--- src/rtl/frame_buf_pkg.sv ---
// ---------------------------------------------------------------------------
// frame_buf_pkg : shared frame-buffer state encoding and default sizes (rev 1.0)
// ---------------------------------------------------------------------------
`default_nettype none

package frame_buf_pkg;

   localparam int DEF_DATA_WIDTH = 32;
   localparam int DEF_BUF_SIZE   = 5;
   localparam int DEF_FIFO_DEPTH = 4;

   typedef enum logic [1:0] {
      IDLE  = 2'd0,
      FETCH = 2'd1,
      DRAIN = 2'd2
   } state_t;

endpackage

`default_nettype wire

--- src/rtl/sync_fifo.sv ---
// ---------------------------------------------------------------------------
// sync_fifo : single-clock registered FIFO with occupancy count (rev 1.0)
// ---------------------------------------------------------------------------
`default_nettype none

module sync_fifo
   import frame_buf_pkg::*;
#(
   parameter int DATA_WIDTH = DEF_DATA_WIDTH,
   parameter int FIFO_DEPTH = DEF_FIFO_DEPTH,
   localparam int CNT_W     = $clog2(FIFO_DEPTH + 1)
) (
   input  logic                  clk,
   input  logic                  reset,
   input  logic                  push,
   input  logic [DATA_WIDTH-1:0] push_data,
   input  logic                  pop,
   output logic [DATA_WIDTH-1:0] pop_data,
   output logic [CNT_W-1:0]      count,
   output logic                  full,
   output logic                  empty
);

   localparam int              PTR_W   = $clog2(FIFO_DEPTH);
   localparam logic [CNT_W-1:0] DEPTH_C = CNT_W'(FIFO_DEPTH);

   logic [DATA_WIDTH-1:0] mem [FIFO_DEPTH];
   logic [PTR_W-1:0]      wr_ptr;
   logic [PTR_W-1:0]      rd_ptr;
   logic [CNT_W-1:0]      cnt;
   logic                  do_push;
   logic                  do_pop;

   assign full    = (cnt == DEPTH_C);
   assign empty   = (cnt == '0);
   assign count   = cnt;
   assign do_push = push && !full;
   assign do_pop  = pop && !empty;
   // Head reads as zero when empty so the stream output is clean out of reset.
   assign pop_data = empty ? '0 : mem[rd_ptr];

   always_ff @(posedge clk) begin
      if (do_push) begin
         mem[wr_ptr] <= push_data;
      end
   end

   always_ff @(posedge clk) begin
      if (reset) begin
         wr_ptr <= '0;
         rd_ptr <= '0;
         cnt    <= '0;
      end else begin
         if (do_push) begin
            wr_ptr <= wr_ptr + PTR_W'(1);
         end
         if (do_pop) begin
            rd_ptr <= rd_ptr + PTR_W'(1);
         end
         case ({do_push, do_pop})
            2'b10:   cnt <= cnt + CNT_W'(1);
            2'b01:   cnt <= cnt - CNT_W'(1);
            default: cnt <= cnt;
         endcase
      end
   end

endmodule

`default_nettype wire

--- src/rtl/frame_rd_stream.sv ---
// ---------------------------------------------------------------------------
// frame_rd_stream : credit-limited frame reader streaming through a FIFO (rev 1.0)
// ---------------------------------------------------------------------------
`default_nettype none

module frame_rd_stream
   import frame_buf_pkg::*;
#(
   parameter int DATA_WIDTH = DEF_DATA_WIDTH,
   parameter int BUF_SIZE   = DEF_BUF_SIZE,
   parameter int FIFO_DEPTH = DEF_FIFO_DEPTH
) (
   input  logic                  clk,
   input  logic                  reset,
   input  logic                  start,
   input  logic                  rd_rdy,
   output logic                  rd_en_in,
   input  logic                  rd_data_valid,
   input  logic [DATA_WIDTH-1:0] rd_data,
   output logic [DATA_WIDTH-1:0] out_data,
   output logic                  out_valid,
   input  logic                  out_ready,
   output logic                  out_last,
   output logic                  busy,
   output logic                  done,
   output logic                  err
);

   localparam int RC_W = $clog2(BUF_SIZE + 1);
   localparam int FC_W = $clog2(FIFO_DEPTH + 1);

   localparam logic [RC_W-1:0] BUF_FULL = RC_W'(BUF_SIZE);
   localparam logic [RC_W-1:0] BUF_LAST = RC_W'(BUF_SIZE - 1);
   localparam logic [FC_W:0]   DEPTH_C  = (FC_W + 1)'(FIFO_DEPTH);

   state_t            state;
   state_t            state_nxt;
   logic [RC_W-1:0]   req_cnt;
   logic [RC_W-1:0]   out_cnt;
   logic [FC_W-1:0]   outstanding;
   logic [FC_W-1:0]   fifo_count;
   logic [FC_W:0]     credit_used;
   logic              credit_ok;
   logic              fifo_full;
   logic              fifo_empty;
   logic              rsp_ok;
   logic              spurious;
   logic              pop;
   logic              final_hs;
   logic              err_r;
   logic              done_r;

   // Requests in flight plus words already buffered must never exceed the FIFO.
   assign credit_used = {1'b0, outstanding} + {1'b0, fifo_count};
   assign credit_ok   = (credit_used < DEPTH_C);

   assign rsp_ok   = rd_data_valid && (outstanding != '0);
   assign spurious = rd_data_valid && (outstanding == '0);
   assign out_valid = !fifo_empty;
   assign pop       = out_valid && out_ready;
   assign final_hs  = pop && (out_cnt == BUF_LAST) && (state != IDLE);

   assign out_last = out_valid && (out_cnt == BUF_LAST);
   assign busy     = (state != IDLE);
   assign done     = done_r;
   assign err      = err_r;

   always_comb begin
      state_nxt = state;
      rd_en_in  = 1'b0;
      case (state)
         IDLE: begin
            if (start) begin
               state_nxt = FETCH;
            end
         end
         FETCH: begin
            rd_en_in = rd_rdy && (req_cnt < BUF_FULL) && credit_ok;
            if (rd_en_in && (req_cnt == BUF_LAST)) begin
               state_nxt = DRAIN;
            end
         end
         DRAIN: begin
            state_nxt = DRAIN;
         end
         default: begin
            state_nxt = IDLE;
         end
      endcase
      if (final_hs) begin
         state_nxt = IDLE;
      end
   end

   always_ff @(posedge clk) begin
      if (reset) begin
         state       <= IDLE;
         req_cnt     <= '0;
         out_cnt     <= '0;
         outstanding <= '0;
         err_r       <= 1'b0;
         done_r      <= 1'b0;
      end else begin
         state  <= state_nxt;
         done_r <= final_hs;
         if ((state == IDLE) && start) begin
            req_cnt <= '0;
            out_cnt <= '0;
         end else begin
            if (rd_en_in) begin
               req_cnt <= req_cnt + RC_W'(1);
            end
            if (pop) begin
               out_cnt <= out_cnt + RC_W'(1);
            end
         end
         case ({rd_en_in, rsp_ok})
            2'b10:   outstanding <= outstanding + FC_W'(1);
            2'b01:   outstanding <= outstanding - FC_W'(1);
            default: outstanding <= outstanding;
         endcase
         if (spurious || (rsp_ok && fifo_full)) begin
            err_r <= 1'b1;
         end
      end
   end

   sync_fifo #(
      .DATA_WIDTH (DATA_WIDTH),
      .FIFO_DEPTH (FIFO_DEPTH)
   ) u_fifo (
      .clk       (clk),
      .reset     (reset),
      .push      (rsp_ok),
      .push_data (rd_data),
      .pop       (pop),
      .pop_data  (out_data),
      .count     (fifo_count),
      .full      (fifo_full),
      .empty     (fifo_empty)
   );

endmodule

`default_nettype wire

--- config.mk ---
export PLATFORM = sky130hd
export DESIGN_NAME = frame_rd_stream
export DESIGN_NICKNAME = d
export VERILOG_FILES = /design/src/rtl/frame_buf_pkg.sv /design/src/rtl/sync_fifo.sv /design/src/rtl/frame_rd_stream.sv
export SDC_FILE = /design/constraint.sdc
export NUM_CORES = 1
export LEC_CHECK = 0
export ABC_AREA = 1
export CAP_MARGIN = 25
export CORE_MARGIN = 3
export CORE_UTILIZATION = 50
export CTS_BUF_LIST = sky130_fd_sc_hd__clkbuf_8
export DETAILED_ROUTE_END_ITERATION = 8
export PLACE_DENSITY = 0.73
export SYNTH_ARGS = -nofsm -noshare
export SYNTH_HDL_FRONTEND = slang
export SYNTH_SLANG_ARGS = --single-unit
export TNS_END_PERCENT = 100
--- constraint.sdc ---
create_clock -name clk -period 2.8 [get_ports clk]
set_input_delay 0.42 -clock clk [delete_from_list [all_inputs] [get_ports clk]]
set_output_delay 0.42 -clock clk [all_outputs]
set_load 0.02 [all_outputs]
Word-level counts from Yosys, hierarchy flattened
Memory sizes are Yosys's and may differ from the RTL's. A register that Yosys moved wholly into a read port is not among the register bits.
Cells that the tools add are included.
{"block": "totals", "regBits": 20, "latch_bits": 0, "mem_bits_rw": 128, "mem_bits_ro": 0, "inputBits": 38, "output_inout_bits": 38, "word_cells": 69, "n_memories": 1}
{"memory": "u_fifo.mem", "depth": 4, "word_bits": 32, "rd": 1, "rd_ports_with_merged_regs": 1, "write_ports": 1, "line_no": "sync_fifo.sv:27", "text": "logic [DATA_WIDTH-1:0] mem [FIFO_DEPTH];"}
{"block": "classes", "addsub": 9, "multipliers": 0, "div": 0, "order_cmp": 2, "eq_ne": 11, "n_shift": 0, "mux": 11, "n_bitwise": 0, "reduce_logical": 26}
{"op": "32-bit two-way mux", "n": 1}
{"op": "1-bit logical AND", "n": 13}
{"op": "3-bit by 1-bit adder with 3-bit output, second input constant", "n": 4}
{"op": "3-bit one-hot mux with 2 select lines", "n": 2}
{"op": "3-bit == test, second input constant", "n": 3}
{"op": "2-bit two-way mux", "n": 4}
{"op": "2-bit by 1-bit == test with 1-bit output, second input constant", "n": 3}
{"op": "2-bit == test, second input constant", "n": 3}
{"op": "3-bit zero test", "n": 2}
{"op": "2-bit one-hot mux with 3 select lines", "n": 1}
{"op": "2-bit nonzero test", "n": 3}
{"op": "3-bit by 1-bit subtractor with 3-bit output, second input constant", "n": 2}
{"op": "2-bit by 1-bit adder with 2-bit output, second input constant", "n": 2}
{"op": "3-bit by 3-bit adder with 4-bit output", "n": 1}
{"op": "4-bit by 3-bit less-than comparator with 1-bit output, second input constant", "n": 1}
{"op": "2-bit != test, second input constant", "n": 2}
{"op": "2-bit OR reduction", "n": 2}
{"op": "3-bit less-than comparator, second input constant", "n": 1}
{"op": "1-bit two-way mux", "n": 3}
{"op": "3-bit nonzero test", "n": 1}
{"op": "1-bit zero test", "n": 2}
{"op": "2-bit zero test", "n": 1}
{"op": "2-bit AND reduction", "n": 1}
{"op": "1-bit logical OR", "n": 1}

Depth between registers and ports, before layout
Gate-level depths: netlist of the first run.
{"block": "depth", "depth_word": 6, "ltp_mapped": 14}

By module
A second synthesis of the first run with hierarchy kept.
{"block": "unflattened", "hier_cells": 549, "area_unflattened_um2": 6307.3}
{"mod": "sync_fifo", "instances": 1, "cells_each": 447, "area_each_um2": 5510.3, "seq_area_each_um2": 4023.9}
{"mod": "frame_rd_stream", "instances": 1, "cells_each": 102, "area_each_um2": 797.0, "seq_area_each_um2": 260.2}

Worst setup path after synthesis of the first run
OpenSTA, ideal clock, no wires.
{"block": "synth_timing", "kind": "reg-to-reg", "startpoint": "register outstanding[1]", "endpoint": "memory u_fifo.mem[0][0] in the netlist's numbering, enable pin", "setup_time_ns": 0.421, "arrival_ns": 2.107, "required_time_ns": 2.379, "path_slack_ns": 0.272, "stages_incl_launch_ff": 6, "path_buffers": 0, "synth_period_minus_slack_ns": 2.528, "cell_sequence": "dfxtp_1 > inv_1 > nand3_1 > and2_1 > nand2_2 > nor2_1"}
{"block": "synth_between", "elab_chain_cells": 5}
{"element": "from (decl)", "line_no": "frame_rd_stream.sv:40", "text": "logic [FC_W-1:0] outstanding;"}
{"element": "from (signal assigned)", "line_no": "frame_rd_stream.sv:118", "text": "2'b10: outstanding <= outstanding + FC_W'(1);"}
{"element": "from (signal assigned)", "line_no": "frame_rd_stream.sv:119", "text": "2'b01: outstanding <= outstanding - FC_W'(1);"}
{"element": "from (signal assigned)", "line_no": "frame_rd_stream.sv:120", "text": "default: outstanding <= outstanding;"}
{"element": "3-bit nonzero test", "line_no": "frame_rd_stream.sv:57", "text": "assign rsp_ok = rd_data_valid && (outstanding != '0);"}
{"element": "1-bit logical AND", "line_no": "frame_rd_stream.sv:57"}
{"element": "1-bit logical AND", "line_no": "sync_fifo.sv:37", "text": "assign do_push = push && !full;"}
{"element": "1-bit two-way mux", "line_no": "sync_fifo.sv:43", "text": "if (do_push) begin"}
{"element": "1-bit two-way mux (not written as such)", "line_no": "sync_fifo.sv:44", "text": "mem[wr_ptr] <= push_data;"}
{"element": "to (decl)", "line_no": "sync_fifo.sv:27"}
No other way between the ends.

==> run_results.csv, run 1 <==
group,metric,value,unit
clock_tree,cts_tree,"done",
logic_synthesis,syn_nets,590,
logic_synthesis,synth_compound_gate_area_share,10.7,%
drt,drcViolationCount,0,
global_routing,grt_max_degree,41,
final_layout,area_growth,22.9,%
global_routing,grt_pass1_wl,19900,µm
setup_path,cp.buffers_inverters,3,
power_and_ir_drop,vdd_ir_drop_max,0.452,mV
setup_path,r2r-end,"outstanding[2]$_SDFFE_PP0P_",
min_path,hp-start,"u_fifo.rd_ptr[1]$_SDFFE_PP0P_",
final_layout,utilization,64.3,%
drt,wl_per_cell,15.7,µm
timing,fin_crit_sh,95.5,%
timing,hold_viol,0,
setup_path,critPathMaxFanout,32,
clock_tree,cts_buffer_depth,2,
setup_path,cp_slowest_cell,"clkdlybuf4s50_1",
timing,setup_tns,0,ps
logic_synthesis,yosys.area_share.simple,11.4,%
logic_synthesis,synth_top_area_cell,"edfxtp_1",
timing,slew_headroom,72.1,%
place,place_congestion,0.797,
timing,drv_slew,0,
clock_tree,post-cts-setup-buffers,0,
clock_tree,numClockSinks,150,
min_path,hp-class,"reg -> reg",
logic_synthesis,synth.yosys.seq_area_share,70.1,%
logic_synthesis,synth_area_leaders,"edfxtp_1 (63%), nor2_1 (8.9%), dfxtp_1 (7.2%)",
drt,viasPerCell,5.28,
floorplan,die_w,117,µm
timing,fin_crit,2670,ps
clock_tree,clk_pin_slew_worst_paths,80,ps
timing,rsz0062_at_grt,"false",
global_routing,grt_overflow_total,0,
setup_path,slowest_delay,640,ps
logic_synthesis,netlist_area,6110,µm²
final_layout,fin_nets,677,
drt,ant_nets,0,
timing,worst_pin_slew,419,ps
clock_tree,htree_levels,4,
setup_path,crit_required,2380,ps
global_routing,grt_pass1_vias,4164,
floorplan,start_util,52.4,%
floorplan,dieArea,13600,µm²
logic_synthesis,synth_xor_area_share,0.143,%
power_and_ir_drop,leakage,2.75,nW
logic_synthesis,synth_top_area_share,62.9,%
floorplan,coreArea,11700,µm²
place,port_buffers,75,
timing,finalSetupViolCount,0,
floorplan,row_count,39,
floorplan,die_height,117,µm
setup_path,cp_cell_sequence,"inv_1 -> buf_4 -> nor2_1 -> o21ai_0 -> a21oi_1 -> clkdlybuf4s50_1",
logic_synthesis,synthMuxAreaShare,0,%
setup_path,rr_worst_depth,12,
min_path,whs_path_depth,2,
outcome,status,"completed",
timing,fmax,374,MHz
global_routing,track_usage,19.2,%
setup_path,start_kind,"flop",
logic_synthesis,ys_seq_elements,150,
clock_tree,cts_hold_buffers,0,
timing,finClkSkew,14.1,ps
final_layout,layout_common_cells,"nor2_1 (141), edfxtp_1 (128), o21ai_0 (76), clkdlybuf4s50_1 (68), a21oi_1 (52)",
drt,wirelength,12200,µm
floorplan,ios,76,
clock_tree,numCtsBuffers,17,
setup_path,worst_setup_path_end_kind,"primary output",
clock_tree,clock-root-buffer,"clkbuf_8",
clock_tree,insertion_delay,440,ps
power_and_ir_drop,power.density,893,nW/µm²
setup_path,cp_top_family,"buffers and inverters",
final_layout,diodes,0,
place,place.detailed.hpwl,7650,µm
setup_path,worstReg2RegStart,"u_fifo.count[1]$_SDFFE_PP0P_",
drt,drt-initial-drc-count,302,
final_layout,drive_above_1_share,9.29,%
drt,firstDrtPassIters,5,
run,drv_cap,0,
setup_path,crit_type,"reg -> out",
logic_synthesis,synth.avg_cell_area,11.4,µm²
global_routing,antenna_found_initial,0,
logic_synthesis,synthCells,535,
logic_synthesis,yosysUniqueCellTypes,23,
logic_synthesis,synth_top_family_by_area,"simple AND/OR/NAND/NOR gates",
logic_synthesis,synth_fa_ha_area_share,3.73,%
drt,num_vias,4107,
setup_path,arrival,2250,ps
final_layout,n_fill_cell,883,
logic_synthesis,ys.warnings.count,0,
power_and_ir_drop,total_power,6.70,mW
setup_path,reg2reg_slack,540,ps
final_layout,layout_commonest_cell,"nor2_1",
## sequential cells by signal, indices dropped and copies added, names as in the netlist, named ones only
signal / cells
out_cnt: 3
err: 1
state: 2
u_fifo.wr_ptr: 2
outstanding: 3
u_fifo.count: 3
req_cnt: 3
u_fifo.rd_ptr: 2
u_fifo.mem: 128
done: 1
## timing repair
item,4_1_cts,5_1_grt
endpoints found under the setup margin,1,32
endpoints found under the hold margin,0,0
gates resized for setup,1,9
## routing by layer
| metal | vias up | global-route usage [%] | part of all wire, % |
|---|---|---|---|
| met5 | - | 0 | 0 |
| met4 | 0 | 6.19 | 0.91 |
| met3 | 10 | 4.82 | 5.8 |
| met2 | 116 | 33.6 | 52 |
| met1 | 1965 | 23.5 | 42 |
| li1 | 2016 | - | - |
## through the flow
stage          hold WS [ps]  instance area [µm²]  setup slack [ps]  cells
2_1_floorplan           442                 6110               272    535
3_3_place_gp            456                 7100               330    746
3_5_place_dp            471                 7100               308    746
4_1_cts                 486                 7480              2.52    778
5_1_grt                 517                 7500              9.09    778
6_report                479                 7500               127    778
## how the worst max path moves through the flow
stage	from	endpoint	slack [ps]	depth (start not counted)
CTS	flop	out_data[6]	3	6
global placement	rd_rdy	rd_en_in	330	8
global route	flop	out_data[26]	9	6
finish	flop	out_data[12]	130	6
detailed placement	rd_rdy	rd_en_in	310	8
floorplan	outstanding[1]$_SDFFE_PP0P_	u_fifo.mem[0][0]$_DFFE_PP_	270	5
## cells in the mapped netlist
cell type and n:
nand4_1 1, edfxtp_1 128, clkbuf_1 12, inv_2 2
buf_2 9, nor2_1 145, o21ai_1 3, inv_1 34
fa_1 2, dfxtp_1 22, nand2_2 2, nor3_4 1
xor2_1 1, and3_1 1, ha_1 15, nand3_1 5
or2_2 1, buf_1 2, and2_1 1, a21oi_1 52
clkinv_1 1, nand2_1 19, o21ai_0 76
## layout make-up
cell class                      count  area [µm²]  area share (%)
Multi-Input combinational cell    325        1620            21.5
Sequential cell                   150        4290            57.1
Inverter                           37         139            1.85
Timing Repair Buffer               91         905            12.1
Tap cell                          143         179            2.38
Clock buffer                       17         234            3.12
Clock inverter                     15         145            1.93
## power breakdown
| part | leakage (nW) | switching [mW] | internal, mW |
|---|---|---|---|
| sequential | 1.33 | 0.0953 | 2.67 |
| combinational | 1.22 | 1.46 | 0.909 |
| clock | 0.191 | 0.838 | 0.726 |
## worst reg2reg max path, cell delays in order, from the launching register on
cell and delay (ps):
dfxtp_1 380, ha_1 290, nand3_1 110, inv_1 80
nor2_1 40, nand2_1 170, ha_1 180, inv_1 60
fa_1 370, a21oi_1 150, o21ai_0 110, o21ai_0 150
a21oi_1 60
## kinds of logic after synthesis
group | Yosys count
adders and majority gates | 17
and+or+nand+nor | 176
xor gates and xnor gates | 1
AOI/OAI and AO/OA | 131
DFF | 150
buffers and inverters | 60
(Power assumes the default switching activity.)
==> run 2: changes to the inputs <==
- SKIP_LAST_GASP: default -> 1
==> results of run 2 <==
Same layout as run 1: the final DEF is identical, and so are final timing and power.
==> run 3: changes to the inputs <==
--- a/config.mk
+++ b/config.mk
@@ -7,3 +7,2 @@
 export LEC_CHECK = 0
-export ABC_AREA = 1
 export CAP_MARGIN = 25
==> constraint.sdc (replaced) <==
create_clock -name clk -period 3.4 [get_ports clk]
set_input_delay 0.68 -clock clk [delete_from_list [all_inputs] [get_ports clk]]
set_output_delay 0.68 -clock clk [all_outputs]
set_load 0.02 [all_outputs]
==> run 3 against run 2 <==
Net effect: sequential power fell by 19%; critical path depth fell by 2; clock power fell by 8%; sequential cell count did not move; largest cell class unchanged; combinational power fell by 38%.
==> run_results.csv, run 3 <==
group,metric,value,unit
logic_synthesis,syn_nets,393,
final_layout,layout_common_cells,"edfxtp_1 (128), clkdlybuf4s50_1 (75), mux4_2 (32), and2_1 (32), inv_1 (21)",
place,place_congestion,0.701,
global_routing,grt_pass1_vias,3322,
logic_synthesis,synth_top_area_cell,"edfxtp_1",
floorplan,coreArea,11600,µm²
timing,worst_pin_slew,589,ps
setup_path,crit_end,"out_data[26]",
setup_path,cp.buffers_inverters,2,
final_layout,largest_reg_flops,128,
setup_path,cp_top_family,"buffers and inverters",
power_and_ir_drop,pwr-share-clk,27.9,%
logic_synthesis,synth.yosys.seq_area_share,70.9,%
setup_path,worst_setup_path_end_kind,"primary output",
logic_synthesis,ys.warnings.count,0,
timing,fin_crit_sh,91.7,%
power_and_ir_drop,leakage,2.48,nW
setup_path,cp_cell_sequence,"buf_12 -> mux4_2 -> and2_1 -> clkdlybuf4s50_1",
final_layout,layout_commonest_cell,"edfxtp_1",
setup_path,cp_slowest_cell,"clkdlybuf4s50_1",
outcome,status,"completed",
min_path,hp-class,"reg -> reg",
setup_path,rr_worst_depth,10,
setup_path,critPathMaxFanout,28,
final_layout,fin_nets,482,
place,place.detailed.hpwl,6730,µm
place,port_buffers,75,
final_layout,area_growth,23.8,%
clock_tree,cts_resized,0,
drt,wirelength,10600,µm
clock_tree,cts_buffer_depth,2,
setup_path,arrival,2440,ps
clock_tree,clock-root-buffer,"clkbuf_8",
clock_tree,numClockSinks,150,
setup_path,critical_path_depth,4,
setup_path,slowest_delay,540,ps
drt,ant_nets,0,
setup_path,r2r-end,"u_fifo.count[2]$_SDFFE_PP0P_",
timing,fmax,321,MHz
logic_synthesis,ys_seq_elements,150,
setup_path,reg2reg_slack,650,ps
power_and_ir_drop,internal_power,3.67,mW
power_and_ir_drop,power_frac_comb,28.6,%
drt,viasPerCell,5.30,
drt,wl_per_cell,18.1,µm
logic_synthesis,synth_edf_count,128,
final_layout,drive_above_1_share,17.0,%
logic_synthesis,synth_ff_type,"edfxtp_1",
power_and_ir_drop,pwr-share-seq,43.5,%
timing,finClkSkew,9.61,ps
logic_synthesis,synthCells,338,
run,drv_cap,0,
logic_synthesis,netlist_area,6040,µm²
timing,setup_tns,0,ps
setup_path,start_kind,"flop",
timing,slew_headroom,60.6,%
power_and_ir_drop,vdd_ir_drop_max,0.270,mV
drt,drcViolationCount,0,
floorplan,ios,76,
setup_path,worstReg2RegStart,"u_fifo.count[2]$_SDFFE_PP0P_",
drt,drt-initial-drc-count,148,
logic_synthesis,yosysUniqueCellTypes,29,
final_layout,utilization,64.4,%
logic_synthesis,synth_top_area_share,63.6,%
clock_tree,insertion_delay,440,ps
drt,num_vias,3091,
floorplan,row_count,39,
timing,hold_viol,0,
setup_path,crit_required,2720,ps
timing,fin_crit,3120,ps
floorplan,die_height,116,µm
drt,firstDrtPassIters,4,
clock_tree,cts_hold_buffers,0,
global_routing,track_usage,17.3,%
logic_synthesis,synth_area_leaders,"edfxtp_1 (64%), mux4_2 (12%), dfxtp_1 (7.3%)",
global_routing,grt_max_degree,30,
timing,finalSetupViolCount,0,
logic_synthesis,synthTopCellsByCount,"edfxtp_1 (128), and2_1 (36), mux4_2 (32)",
global_routing,antenna_found_initial,0,
power_and_ir_drop,p_sw_share,28.4,%
final_layout,regMostFlops,"u_fifo.mem",
logic_synthesis,synth.avg_cell_area,17.9,µm²
timing,drv_slew,0,
clock_tree,clk_pin_slew_worst_paths,80,ps
power_and_ir_drop,power.switching,1.45,mW
logic_synthesis,yosysMostFrequentCell,"edfxtp_1",
global_routing,grt_overflow_total,0,
clock_tree,numCtsBuffers,17,
logic_synthesis,async_reset_ff_share,0,%
setup_path,crit_type,"reg -> out",
power_and_ir_drop,power.density,685,nW/µm²
floorplan,dieArea,13400,µm²
clock_tree,post-cts-setup-buffers,0,
timing,rsz0062_at_grt,"false",
timing,holdWs,480,ps
final_layout,diodes,0,
floorplan,start_util,52.0,%
floorplan,die_w,116,µm
clock_tree,htree_levels,4,
global_routing,grt_pass1_wl,17300,µm
clock_tree,cts_tree,"done",
run 3: per-layer routing:
metal	vias to the layer above	global-route usage (%)	wire length, µm
li1	1455	-	-
met1	1539	22.1	4490
met2	82	28.4	5430
met3	15	5.48	521
met4	0	5.80	132
met5	-	0	0
run 3: metrics by stage:
| step | setup slack (ps) | instance area (µm²) | total power, mW | std cells |
|---|---|---|---|---|
| 5_1_grt | 119 | 7480 | 5.39 | 583 |
| 2_1_floorplan | 1100 | 6040 | 3.16 | 338 |
| 3_3_place_gp | 469 | 7060 | 3.72 | 551 |
| 6_report | 282 | 7480 | 5.12 | 583 |
| 4_1_cts | 214 | 7480 | 5.18 | 583 |
| 3_5_place_dp | 422 | 7060 | 3.75 | 551 |
run 3: kinds of logic (layout without fill, tap and decap cells):
group,after synthesis,after routing,share of synthesized area (%)
flops,150,150,70.9
buf+inv,32,134,2.22
mux,36,36,12.6
xor+xnor,10,10,1.45
compound gates,17,17,1.76
simple gates,76,76,7.27
fa+ha+maj,17,17,3.77
run 3: area by class of cell:
cell class,count,area (µm²)
fillers,835,4140
clock buffers,17,234
flip-flops and latches,150,4290
inverters,20,75.1
repair buffers,82,891
clock inverters,15,184
well taps,143,179
multi-input cells,156,1630
run 3: worst reg2reg max path, delay by kind of cell (launching register included):
| kind | cells | cell delay (ps) |
|---|---|---|
| xor gates and xnor gates | 1 | 160 |
| buffers and inverters | 3 | 410 |
| DFF | 1 | 460 |
| adders and majority gates | 2 | 570 |
| and+or+nand+nor | 3 | 950 |
| AOI/OAI and AO/OA | 1 | 140 |
run 3: power by group through the flow:
stage	registers (mW)	logic [mW]	clock network, mW
final	2.23	1.46	1.43
after detailed placement	2.27	1.48	0
after global routing	2.24	1.60	1.55
after CTS	2.23	1.50	1.46
after floorplan	2.24	0.917	0
after global placement	2.26	1.46	0
run 3: how the worst min path moves through the flow:
stage / start / to / slack, ps / cells after the start
2_1_floorplan: state[1]$_SDFFE_PP0P_ / state[1]$_SDFFE_PP0P_ / 430 / 2
3_3_place_gp: state[1]$_SDFFE_PP0P_ / state[1]$_SDFFE_PP0P_ / 450 / 2
3_5_place_dp: err$_SDFFE_PP0P_ / err$_SDFFE_PP0P_ / 460 / 2
4_1_cts: state[1]$_SDFFE_PP0P_ / state[1]$_SDFFE_PP0P_ / 480 / 2
5_1_grt: state[1]$_SDFFE_PP0P_ / state[1]$_SDFFE_PP0P_ / 510 / 2
6_report: state[1]$_SDFFE_PP0P_ / state[1]$_SDFFE_PP0P_ / 480 / 2
==> variant (flow settings as in run 2) <==
Re-encode `state_t` (3 states) as one-hot, 3 bits wide.
--- a/src/rtl/frame_buf_pkg.sv
+++ b/src/rtl/frame_buf_pkg.sv
@@ -10,8 +10,8 @@
    localparam int DEF_FIFO_DEPTH = 4;
 
-   typedef enum logic [1:0] {
-      IDLE  = 2'd0,
-      FETCH = 2'd1,
-      DRAIN = 2'd2
+   typedef enum logic [2:0] {
+      IDLE  = 3'b001,
+      FETCH = 3'b010,
+      DRAIN = 3'b100
    } state_t;
 
Function: no difference found for any inputs over 4 cycles, from zero or initial values and one cycle with reset high; so few cycles prove little.
==> variant against run 2 <==
- synthesized area up 3.5%
- critical path type unchanged
- routed wire length increased by 0.33%
- setup slack better by 0.049 ns
- sequential cell count rose by 1
- first-iteration DRC count rose by 26%
- register-to-register slack better by 0.10 ns
- critical path depth down 1
- cell area grew 1.7%
Power is not compared: it rests on default switching activity, and its combinational part moved more than twofold at a synthesized area within 25%.
==> variant: results (changes against run 2) <==
status=completed; comb_multi_in=337 (+3.7%); Reg-to-Reg End=u_fifo.count[2]$_SDFFE_PP0P_; Post-Syn Nets=602 (+2.0%); Final Skew=0.00869 ns (-0.00545 ns); Met2 Routed Length=6320 um (+0.41%); Post-DP Area=0.00722 mm2 (+1.7%); pin count of the biggest net entering global routing=49 (+20%); top cells by area in the synthesized netlist=edfxtp_1, nor2_1, dfxtp_1; met3 WL=558 um (-21%); Buffers, non-clock=87 (-4.4%); r2r worst-path depth=11 (-1); worst relative slew slack=54.1% (-18 points); flop2flop setup slack=0.64 ns (+0.10 ns); Final Wtd Congestion=0.799 (+0.24%); Worst R2R Start=outstanding[1]$_SDFFE_PP0P_; dpl hpwl=7540 um (-1.4%); Seq/Total Area, Yosys=68.1% (-2.0 points); compound-cell area share of the yosys netlist=10.0% (-0.70 points); met1 Track Usage GR=22.2% (-1.3 points); final worst-path setup slack=0.176 ns (+0.0489 ns); M1 WL=5090 um (+0.16%); GRT met3 Usage=4.64% (-0.18 points); sequential cell area share=56.4% (-0.71 points); Vias/cell=5.14 (-2.7%); Non-clk invs=38 (+2.7%); DRT Wirelength=12200 um (+0.33%); met2 GRT Util=31.8% (-1.8 points); clk cell area share=5.21% (+0.16 points); total of fill cells in the finished design=987 (+12%); register area=0.00431 mm2 (+0.44%); post-placement cell count=781 (+4.7%); Post-Place Worst Slack=0.329 ns (+0.0203 ns); vias in the first global route=4153 (-0.26%); Post-Synth Adder-Cell Area=3.01% (-0.72 points); Detailed Route Iter0 Violations=380 (+26%); layout net count=684 (+1.0%); Yosys cell types=28 (+22%); Core ar.=0.0122 mm2 (+4.3%); hold slack final=0.470 ns (-0.00896 ns); Post-Synth XOR/XNOR Area=0.139% (-0.0048 points); synthesized area per cell=11.5 um2 (+0.64%); Synth Register Bits=151 (+0.67%); Total GRT Usage=18.6% (-0.66 points); Critical Path AT=2.20 ns (-0.05 ns)
==> variant: cell count changes in the layout (fill, tap and decap cells not counted), moves of 4 or more <==
cell and delta:
nand3_1 +5, o21ai_0 -52, nand2_1 +7, o21ai_1 +47, clkdlybuf4s50_1 +7, buf_4 -7
dlymetal6s2s_1 -6, nand3_2 +4, inv_6 -4
==> variant: repair_timing <==
item | CTS | global route
cloned | 0 | 0
gates resized for setup | 1 | 5
endpoints found under the hold margin | 0 | 0
setup endpoints to repair | 2 | 16
==> variant: worst register-to-register path: stages (launching register included) <==
cell and delay (ns):
dfxtp_1 0.33, inv_1 0.10, nand3_1 0.10, and2_4 0.17
nand2_2 0.22, ha_1 0.20, inv_1 0.06, fa_1 0.38
a21oi_1 0.15, o21ai_0 0.11, o21ai_0 0.16, a21oi_1 0.05
